**src/rtl/switch_nport_pkg.sv**
```systemverilog
// Shared types and constants for the N-port packet switch.
// SWITCH_NPORT_BCAST_EN enables the all-ones broadcast destination.
package switch_nport_pkg;

  typedef logic [1:0] state_t;

  localparam state_t ST_IDLE = 2'd0;
  localparam state_t ST_SA   = 2'd1;
  localparam state_t ST_LEN  = 2'd2;
  localparam state_t ST_PAY  = 2'd3;

  // DA, SA and LEN precede the payload
  localparam int unsigned HDR_WORDS = 3;

  localparam int unsigned REG_ADDR_BASE = 0;

  function automatic int unsigned reg_drop_base(input int unsigned num_ports);
    return num_ports;
  endfunction

`ifdef SWITCH_NPORT_BCAST_EN
  localparam bit BCAST_EN = 1'b1;
`else
  localparam bit BCAST_EN = 1'b0;
`endif

endpackage

```
**src/rtl/switch_nport_fifo.sv**
```systemverilog
// Per-port word FIFO; reports empty and free space for packet admission.
module switch_nport_fifo #(
  parameter int unsigned WIDTH = 9,
  parameter int unsigned DEPTH = 64
) (
  input  logic                     clk_i,
  input  logic                     rst_i,
  input  logic                     wr_en_i,
  input  logic [WIDTH-1:0]         wr_data_i,
  input  logic                     rd_en_i,
  output logic [WIDTH-1:0]         rd_data_o,
  output logic                     empty_o,
  output logic [$clog2(DEPTH):0]   free_o
);

  localparam int unsigned AW = $clog2(DEPTH);
  localparam logic [AW:0] DEPTH_W = (AW + 1)'(DEPTH);

  logic [WIDTH-1:0] mem [DEPTH];
  logic [AW-1:0]    wr_ptr_q, rd_ptr_q;
  logic [AW:0]      count_q;
  logic             do_wr, do_rd;

  assign do_wr = wr_en_i && (count_q != DEPTH_W);
  assign do_rd = rd_en_i && (count_q != '0);

  always_ff @(posedge clk_i) begin
    if (do_wr) begin
      mem[wr_ptr_q] <= wr_data_i;
    end
  end

  always_ff @(posedge clk_i) begin
    if (rst_i) begin
      wr_ptr_q <= '0;
      rd_ptr_q <= '0;
      count_q  <= '0;
    end else begin
      if (do_wr) begin
        wr_ptr_q <= wr_ptr_q + AW'(1);
      end
      if (do_rd) begin
        rd_ptr_q <= rd_ptr_q + AW'(1);
      end
      if (do_wr && !do_rd) begin
        count_q <= count_q + (AW + 1)'(1);
      end else if (!do_wr && do_rd) begin
        count_q <= count_q - (AW + 1)'(1);
      end
    end
  end

  assign rd_data_o = mem[rd_ptr_q];
  assign empty_o   = (count_q == '0);
  assign free_o    = DEPTH_W - count_q;

endmodule

```
**src/rtl/switch_nport.sv**
```systemverilog
// N-port packet switch: DA-addressed store into per-port FIFOs, register-mapped config.
// Build option: SWITCH_NPORT_BCAST_EN makes DA all-ones address every port.
module switch_nport
  import switch_nport_pkg::*;
#(
  parameter int unsigned NUM_PORTS  = 4,
  parameter int unsigned WORD_WIDTH = 8,
  parameter int unsigned FIFO_DEPTH = 64,
  parameter int unsigned MAX_LEN    = 61
) (
  input  logic                            clk,
  input  logic                            rst,
  input  logic                            sw_enable_in,
  input  logic [WORD_WIDTH-1:0]           data_in,
  output logic                            sw_busy,
  input  logic [NUM_PORTS-1:0]            port_read,
  output logic [NUM_PORTS*WORD_WIDTH-1:0] port_out,
  output logic [NUM_PORTS-1:0]            port_valid,
  output logic [NUM_PORTS-1:0]            port_ready,
  input  logic                            mem_sel_en,
  input  logic                            mem_wr_rd_s,
  input  logic [WORD_WIDTH-1:0]           mem_addr,
  input  logic [WORD_WIDTH-1:0]           mem_wr_data,
  output logic [WORD_WIDTH-1:0]           mem_rd_data,
  output logic                            mem_ack
);

  localparam int unsigned FW = $clog2(FIFO_DEPTH) + 1;
  localparam logic [FW-1:0] ADMIT_SPACE = FW'(MAX_LEN + HDR_WORDS);
  localparam logic [WORD_WIDTH-1:0] MAX_LEN_W = WORD_WIDTH'(MAX_LEN);

  state_t                  state_q, state_d;
  logic [WORD_WIDTH-1:0]   len_q, len_d;
  logic [WORD_WIDTH-1:0]   pay_cnt_q, pay_cnt_d;
  logic [NUM_PORTS-1:0]    accept_q, accept_d;
  logic [NUM_PORTS-1:0]    match, admit, drop_inc, wr_en, pop;
  logic                    wr_eop;
  logic [WORD_WIDTH-1:0]   wr_word, len_clip, stored_len;

  logic [NUM_PORTS-1:0][WORD_WIDTH:0]   fifo_rd_data;
  logic [NUM_PORTS-1:0]                 fifo_empty;
  logic [NUM_PORTS-1:0][FW-1:0]         fifo_free;
  logic [NUM_PORTS-1:0][FW-1:0]         pkt_cnt_q;
  logic [NUM_PORTS-1:0][WORD_WIDTH-1:0] port_out_q;
  logic [NUM_PORTS-1:0]                 port_valid_q;

  logic [NUM_PORTS-1:0][WORD_WIDTH-1:0] addr_q, drop_q;
  logic                                 mem_ack_q, reg_wr;
  logic [WORD_WIDTH-1:0]                mem_rd_q, rd_val;

  assign len_clip   = (data_in > MAX_LEN_W) ? MAX_LEN_W : data_in;
  assign stored_len = (len_q > MAX_LEN_W) ? MAX_LEN_W : len_q;

  // A port admits only if a maximum-size packet is guaranteed to fit.
  always_comb begin
    for (int unsigned i = 0; i < NUM_PORTS; i++) begin
      match[i] = (data_in == addr_q[i]) || (BCAST_EN && (data_in == '1));
      admit[i] = match[i] && (fifo_free[i] >= ADMIT_SPACE);
    end
  end

  always_comb begin
    state_d   = state_q;
    len_d     = len_q;
    pay_cnt_d = pay_cnt_q;
    accept_d  = accept_q;
    wr_en     = '0;
    wr_eop    = 1'b0;
    wr_word   = data_in;
    drop_inc  = '0;
    if (sw_enable_in) begin
      case (state_q)
        ST_IDLE: begin
          accept_d = admit;
          wr_en    = admit;
          drop_inc = match & ~admit;
          state_d  = ST_SA;
        end
        ST_SA: begin
          wr_en   = accept_q;
          state_d = ST_LEN;
        end
        ST_LEN: begin
          wr_en     = accept_q;
          wr_word   = len_clip;
          len_d     = data_in;
          pay_cnt_d = '0;
          if (data_in == '0) begin
            wr_eop  = 1'b1;
            state_d = ST_IDLE;
          end else begin
            state_d = ST_PAY;
          end
        end
        ST_PAY: begin
          // words past MAX_LEN are consumed but not stored
          if (pay_cnt_q < MAX_LEN_W) begin
            wr_en = accept_q;
          end
          wr_eop    = (pay_cnt_q == stored_len - WORD_WIDTH'(1));
          pay_cnt_d = pay_cnt_q + WORD_WIDTH'(1);
          if (pay_cnt_q == len_q - WORD_WIDTH'(1)) begin
            state_d = ST_IDLE;
          end
        end
        default: state_d = ST_IDLE;
      endcase
    end
  end

  always_ff @(posedge clk) begin
    if (rst) begin
      state_q   <= ST_IDLE;
      len_q     <= '0;
      pay_cnt_q <= '0;
      accept_q  <= '0;
    end else begin
      state_q   <= state_d;
      len_q     <= len_d;
      pay_cnt_q <= pay_cnt_d;
      accept_q  <= accept_d;
    end
  end

  for (genvar g = 0; g < NUM_PORTS; g++) begin : g_port
    switch_nport_fifo #(
      .WIDTH(WORD_WIDTH + 1),
      .DEPTH(FIFO_DEPTH)
    ) u_fifo (
      .clk_i    (clk),
      .rst_i    (rst),
      .wr_en_i  (wr_en[g]),
      .wr_data_i({wr_eop, wr_word}),
      .rd_en_i  (pop[g]),
      .rd_data_o(fifo_rd_data[g]),
      .empty_o  (fifo_empty[g]),
      .free_o   (fifo_free[g])
    );
  end

  assign pop = port_read & ~fifo_empty;

  always_ff @(posedge clk) begin
    if (rst) begin
      pkt_cnt_q    <= '0;
      port_out_q   <= '0;
      port_valid_q <= '0;
    end else begin
      port_valid_q <= pop;
      for (int unsigned i = 0; i < NUM_PORTS; i++) begin
        if (pop[i]) begin
          port_out_q[i] <= fifo_rd_data[i][WORD_WIDTH-1:0];
        end
        if ((wr_en[i] && wr_eop) && !(pop[i] && fifo_rd_data[i][WORD_WIDTH])) begin
          pkt_cnt_q[i] <= pkt_cnt_q[i] + FW'(1);
        end else if (!(wr_en[i] && wr_eop) && (pop[i] && fifo_rd_data[i][WORD_WIDTH])) begin
          pkt_cnt_q[i] <= pkt_cnt_q[i] - FW'(1);
        end
      end
    end
  end

  always_comb begin
    for (int unsigned i = 0; i < NUM_PORTS; i++) begin
      port_ready[i] = (pkt_cnt_q[i] != '0);
    end
  end

  assign port_out   = port_out_q;
  assign port_valid = port_valid_q;
  assign sw_busy    = (state_q != ST_IDLE);

  assign reg_wr = mem_sel_en && mem_wr_rd_s;

  always_comb begin
    rd_val = '0;
    for (int unsigned i = 0; i < NUM_PORTS; i++) begin
      if (mem_addr == WORD_WIDTH'(REG_ADDR_BASE + i)) begin
        rd_val = addr_q[i];
      end
      if (mem_addr == WORD_WIDTH'(reg_drop_base(NUM_PORTS) + i)) begin
        rd_val = drop_q[i];
      end
    end
  end

  // A clearing write wins over a same-cycle drop increment.
  always_ff @(posedge clk) begin
    if (rst) begin
      for (int unsigned i = 0; i < NUM_PORTS; i++) begin
        addr_q[i] <= WORD_WIDTH'(i);
      end
      drop_q    <= '0;
      mem_ack_q <= 1'b0;
      mem_rd_q  <= '0;
    end else begin
      mem_ack_q <= mem_sel_en;
      mem_rd_q  <= (mem_sel_en && !mem_wr_rd_s) ? rd_val : '0;
      for (int unsigned i = 0; i < NUM_PORTS; i++) begin
        if (reg_wr && (mem_addr == WORD_WIDTH'(REG_ADDR_BASE + i))) begin
          addr_q[i] <= mem_wr_data;
        end
        if (reg_wr && (mem_addr == WORD_WIDTH'(reg_drop_base(NUM_PORTS) + i))) begin
          drop_q[i] <= '0;
        end else if (drop_inc[i] && (drop_q[i] != '1)) begin
          drop_q[i] <= drop_q[i] + WORD_WIDTH'(1);
        end
      end
    end
  end

  assign mem_ack     = mem_ack_q;
  assign mem_rd_data = mem_rd_q;

endmodule

```
**config.mk**
```make
export PLATFORM = sky130hd
export DESIGN_NAME = switch_nport
export DESIGN_NICKNAME = d
export VERILOG_FILES = /design/src/rtl/switch_nport_pkg.sv /design/src/rtl/switch_nport_fifo.sv /design/src/rtl/switch_nport.sv
export SDC_FILE = /design/constraint.sdc
export NUM_CORES = 2
export LEC_CHECK = 0
export ABC_AREA = 1
export BUFFER_PORTS_ARGS = -buffer_cell sky130_fd_sc_hd__buf_2
export CORE_MARGIN = 2
export CORE_UTILIZATION = 41
export DETAILED_ROUTE_END_ITERATION = 6
export HOLD_SLACK_MARGIN = 0.03
export PLACE_DENSITY = 0.56
export SLEW_MARGIN = 20
export SYNTH_ARGS = -nofsm -noshare
export SYNTH_HDL_FRONTEND = slang
export SYNTH_SLANG_ARGS = --single-unit
```
**constraint.sdc**
```tcl
create_clock -name clk -period 15.15 [get_ports clk]
set_input_delay 3.03 -clock clk [delete_from_list [all_inputs] [get_ports clk]]
set_output_delay 3.03 -clock clk [all_outputs]
set_load 0.01 [all_outputs]
```
# Word-level counts from Yosys, hierarchy flattened
# Memory sizes are Yosys's and may differ from the RTL's. A register that Yosys moved wholly into a read port is not among the register bits.
# Cells that the tools add are included.
# word_totals
mem_bits_rw	2304
word_cells	269
mem_count	4
reg_bits	235
# classes
n_reduce_logical	102
n_mux	56
magnitude_cmp	7
n_eq_ne	25
add_sub_neg	35
bitwise_logic	5
# memory_table
name	words	width	rd	rd_clocked_by_memory_dff	wr	line	rtl
g_port[0].u_fifo.mem	64	9	1	1	1	switch_nport_fifo.sv:19	logic [WIDTH-1:0] mem [DEPTH];
g_port[1].u_fifo.mem	64	9	1	1	1	switch_nport_fifo.sv:19	
g_port[2].u_fifo.mem	64	9	1	1	1	switch_nport_fifo.sv:19	
g_port[3].u_fifo.mem	64	9	1	1	1	switch_nport_fifo.sv:19	
# op_table
operator	n
7-bit two-way mux	16
8-bit two-way mux	12
7-bit by 1-bit adder with 7-bit output, second input constant	8
7-bit nonzero test	8
7-bit by 1-bit subtractor with 7-bit output, second input constant	8
1-bit logical AND	50
6-bit by 1-bit adder with 6-bit output, second input constant	8
8-bit equality test	6
6-bit two-way mux	8
8-bit by 1-bit adder with 8-bit output, second input constant	5
8-bit by 3-bit equality test with 1-bit output, second input constant	4
8-bit inequality test, second input constant	4
7-bit >= comparator, second input constant	4
7-bit zero test	4
7-bit inequality test, second input constant	4
7-bit subtractor, first input constant	4
2-bit nonzero test	10
1-bit zero test	17
8-bit by 2-bit equality test with 1-bit output, second input constant	2
8-bit by 6-bit greater-than comparator with 1-bit output, second input constant	2
8-bit zero test	2
4-bit two-way mux	4
8-bit case mux with 2 select lines	1
8-bit by 1-bit subtractor with 8-bit output, second input constant	2
16 further kinds	37

# Depth between registers and ports, before layout
# logic_depth
word_depth	11
ltp_mapped	27
ltp_nobuf	27

# Cells and area by module
# Synthesis repeated with hierarchy kept, for this count alone.
# unflattened
hier_cells	9998
hier_area_um2	108746.8
# modules_own_cells
module	seq_area_each_um2	area_each_um2	cells_each	n_inst
switch_nport_fifo (g_port[0].u_fifo ...)	17797.1	24957.7	2171	2
switch_nport_fifo (g_port[3].u_fifo)	17797.1	24938.9	2171	1
switch_nport_fifo (g_port[2].u_fifo)	17797.1	24900.1	2171	1
switch_nport	3183.1	8992.4	1314	1

# Least setup slack after synthesis
# OpenSTA, ideal clock, no wires.
# synth_timing
path_kind	input -> register
start	in data_in[7]
end	mem g_port[0].u_fifo.mem[0][1] (data pin)
required_time_ns	13.754
t_arrival_ns	9.782
path_slack_ns	3.972
n_path_buf	1
path_stages	8
cell_sequence	buf_2 > nor2_1 > nand3_1 > o31ai_1 > inv_1 > nand2_1 > inv_1 > nor2_1
# synth_between
elab_chain_len	4
# synth_lines
item	line	rtl
from (decl)	switch_nport.sv:14	input logic [WORD_WIDTH-1:0] data_in,
8-bit by 6-bit greater-than comparator with 1-bit output	switch_nport.sv:51	assign len_clip = (data_in > MAX_LEN_W) ? MAX_LEN_W : data_in;
8-bit two-way mux	switch_nport.sv:51	
8-bit two-way mux	switch_nport.sv:72	case (state_q)
8-bit two-way mux	switch_nport.sv:71	if (sw_enable_in) begin
net g_port[0].u_fifo.wr_data_i[1]	switch_nport_fifo.sv:9	input logic [WIDTH-1:0] wr_data_i,
to (decl)	switch_nport_fifo.sv:19	
# The timed path passes the listed nets, and every way through them passes these cells.

# Final worst setup path
# layout_timing
start	in sw_enable_in
end	mem g_port[3].u_fifo.mem[1][2] (data pin)
# layout_between
elab_chain_len	1
# layout_lines
item	line	rtl
from (decl)	switch_nport.sv:13	input logic sw_enable_in,
8-bit two-way mux	switch_nport.sv:71	
net g_port[0].u_fifo.wr_data_i[2]	switch_nport_fifo.sv:9	
to (decl)	switch_nport_fifo.sv:19	
# The timed path passes the listed nets, and every way through them passes these cells.

==> impl_metrics.yaml <==
outcome:
  status: "complete, no violations"
layout:
  fin_area_um2: 119000
  utilization_pct: 45.9
  layout.cells.non_filler: 13200
  drive_gt1_share_pct: 6.93
  syn2layout_area_growth_pct: 11.5
  nets: 9699
route:
  routed_via_density: 5.44
  dr_total_vias: 71800
  dr.pass1.iters: 5
  wl_per_cell_um: 21.8
  ant_nets: 0
  drtIter0Drc: 7026
  drc: 0
  routed_wirelength_um: 288000
timing:
  finalMaxSlewViolations: 0
  fin_hold_ws_ns: 0.472
  rsz0062_at_grt: "false"
  setup_tns_ns: 0
  hold_viol_final: 0
  finClkSkew_ns: 0.0386
  setup_viol: 0
  worst_pin_slew_ns: 1.33
  max_freq_mhz: 146
  post-route-min-period_ns: 6.83
  slew_headroom_pct: 11.3
  finalCritPeriodShare_pct: 45.1
cts:
  postCtsSetupRepairBufs: 0
  numCtsBuffers: 288
  clk_latency_ns: 0.93
  cts_resized: 0
  cts_buffer_depth: 4
  clock_sinks: 2563
  ctsHoldBuffers: 0
  cts_tree: "done"
  clockRootBuffer: "clkbuf_16"
  path_clk_slew_ns: 0.06
  cts_max_level: 5
setup_path:
  critical_path.max_fanout: 77
  reg2reg_slack_ns: 9.34
  crit_chain: "buf_2, buf_4, nand2_1, inv_1, o31ai_1, inv_1, nand2_1, inv_1, or2_4, buf_4, buf_4"
  crit_required_ns: 15.75
  cpPeakStageDelay_ns: 0.81
  worst-r2r-cell-count: 19
  cp_slowest_cell: "buf_4"
  crit_type: "input port to flip-flop"
  crit_path_end_kind: "flip-flop"
  start_kind: "input port"
  r2r-end: "pkt_cnt_q[5]"
  worstPathArrival_ns: 7.44
  crit_start: "sw_enable_in"
die:
  io-pin-count: 83
  fp.coreArea_um2: 259000
  die_y_um: 514
  dieArea_um2: 264000
  start_util_pct: 41.1
  rows: 187
  die_w_um: 514
pwr:
  cellPowerDensity_nw_per_um2: 150
  cellLeakagePower_nw: 41.5
  ir_drop_mv: 0.116
global_routing:
  grt_max_degree: 184
  grt_pass1_wl_um: 434000
  antenna_found_initial: 23
  grt_pass1_vias: 69000
  grt_usage_pct: 21.4
  grt_overflow: 0
synthesis:
  synth.net_count: 9756
  yosysWarnings: 0
  mappedNetlistArea_um2: 107000
  synthCells: 9644
  synthFlopType: "edfxtp_1"
  synth_edf_count: 2304
  yosysSeqAreaShare_pct: 69.7
  ys_ff_latch: 2563
  ys_async_sr_fraction_pct: 0
  yosysUniqueCellTypes: 48
  postSynthAreaPerCell_um2: 11.1
hold_path:
  hold_path_class: "flip-flop to flip-flop"
  worst_hold_path.num_cells: 1
  min_from: "g_port[3].u_fifo.rd_ptr_q[4]"
place:
  numPortBuffers: 82
  placed_area_um2: 110000
  gp_congestion: 0.872
  dpl.hpwl_um: 169000
  place_inst: 12700
flow_run:
  max_cap_violations: 0
cell families after synthesis:
kind of cell,Yosys count,synth area share [%]
compound gates,637,3.28
simple gates,5366,21.8
buf+inv,899,3.34
flops,2563,69.7
fa+ha+maj,79,0.983
xor+xnor,100,0.821
flip-flops by register name, indices dropped and copies added, names as in the netlist, 8 cells and up, named ones only:
signal / cells
addr_q: 32
drop_q: 32
g_port.u_fifo.count_q: 28
g_port.u_fifo.mem: 2304
g_port.u_fifo.rd_ptr_q: 24
g_port.u_fifo.wr_ptr_q: 24
len_q: 8
mem_rd_data: 8
pay_cnt_q: 8
pkt_cnt_q: 28
port_out: 32
how the worst max path moves through the flow:
stage / end / depth (start not counted)
2_1_floorplan: g_port[0].u_fifo.mem[0][1] / 8
3_3_place_gp: g_port[1].u_fifo.mem[14][2] / 11
3_5_place_dp: g_port[3].u_fifo.mem[0][2] / 11
4_1_cts: g_port[1].u_fifo.mem[11][2] / 11
5_1_grt: g_port[1].u_fifo.mem[11][2] / 11
6_report: g_port[3].u_fifo.mem[1][2] / 11
per-stage QoR:
step | power [mW] | worst slack, ns
6_report | 17.9 | 8.32
5_1_grt | 18.6 | 8.12
4_1_cts | 18.0 | 8.45
3_5_place_dp | 11.5 | 7.49
3_3_place_gp | 11.5 | 7.56
2_1_floorplan | 10.4 | 3.97
synthesized netlist by cell type, types with 2 or more instances:
cell type / n / area (um^2)
nand2_4: 6 / 67.6
nand3_2: 2 / 20.0
a21o_1: 10 / 75.1
buf_2: 130 / 651
clkbuf_1: 325 / 1220
buf_1: 90 / 338
a211oi_1: 2 / 15.0
a21oi_1: 219 / 1100
nand4_1: 58 / 363
nor2_1: 683 / 2560
xor2_1: 91 / 797
o31ai_1: 2 / 15.0
nand2_2: 20 / 125
o21ai_0: 319 / 1600
ha_1: 71 / 888
fa_1: 8 / 160
dfxtp_1: 259 / 5180
inv_2: 11 / 41.3
or2_2: 12 / 75.1
nand2_1: 2431 / 9130
nand3_1: 2064 / 10300
clkinv_1: 10 / 37.5
inv_4: 2 / 12.5
edfxtp_1: 2304 / 69200
nand3_4: 8 / 140
o221ai_1: 57 / 499
nor2_2: 11 / 68.8
xnor2_1: 9 / 78.8
o22ai_1: 3 / 18.8
nor4_1: 7 / 43.8
o21a_1: 2 / 15.0
inv_1: 327 / 1230
o211ai_1: 16 / 120
nor3_1: 53 / 265
or2_1: 3 / 18.8
o21ai_1: 4 / 20.0
nor3b_1: 4 / 30.0
report_power, final:
| part | internal, mW | switching, mW | leakage, nW |
|---|---|---|---|
| logic | 0.966 | 2.40 | 15.0 |
| clock network | 3.75 | 2.74 | 4.16 |
| registers | 7.82 | 0.189 | 22.4 |
| total | 12.5 | 5.32 | 41.5 |
critical path, delay by kind of cell:
kind | cells | cell delay [ns]
buffers and inverters | 7 | 2.75
AND/OR/NAND/NOR | 3 | 1.33
AO/OA/AOI/OAI | 1 | 0.10
layer usage:
layer	global-route usage, %	up-vias	share of wire, %
met1	29.2	35200	43
met3	2.90	550	5.9
met5	0	-	0.0062
met2	34.9	2240	48
met4	7.47	4	3.4
li1	-	33800	-
final cells by class:
| cell class | count | area [um^2] |
|---|---|---|
| Antenna cell | 9 | 22.5 |
| Clock buffer | 395 | 7890 |
| Clock inverter | 98 | 677 |
| Fill cell | 23600 | 140000 |
| Inverter | 352 | 1380 |
| Multi-Input combinational cell | 6182 | 28800 |
| Sequential cell | 2563 | 74400 |
| Tap cell | 3402 | 4260 |
| Timing Repair Buffer | 200 | 1420 |
layout by cell type (no fill, tap or decap), types with 6 or more instances in the layout:
| cell | count |
|---|---|
| nand2_1 | 2429 |
| edfxtp_1 | 2304 |
| nand3_1 | 2064 |
| nor2_1 | 671 |
| inv_1 | 322 |
| o21ai_0 | 319 |
| clkbuf_16 | 298 |
| dfxtp_1 | 247 |
| a21oi_1 | 219 |
| buf_4 | 110 |
| xor2_1 | 91 |
| clkbuf_1 | 90 |
| buf_2 | 81 |
| ha_1 | 71 |
| nand4_1 | 58 |
| o221ai_1 | 57 |
| clkinv_1 | 57 |
| nor3_1 | 41 |
| clkinv_2 | 28 |
| nor2_2 | 20 |
| nand2_2 | 20 |
| o211ai_1 | 16 |
| nor3_2 | 12 |
| a21o_1 | 10 |
| diode_2 | 9 |
| xnor2_1 | 9 |
| or2_2 | 8 |
| nand3_4 | 8 |
| inv_2 | 8 |
| fa_1 | 8 |
| dfxtp_4 | 8 |
| nand2_4 | 7 |
| inv_4 | 7 |
| nor4_1 | 7 |
| clkbuf_8 | 7 |
| bufinv_16 | 7 |
| clkinvlp_4 | 6 |
Note: power is estimated with default switching activity, not from simulation.
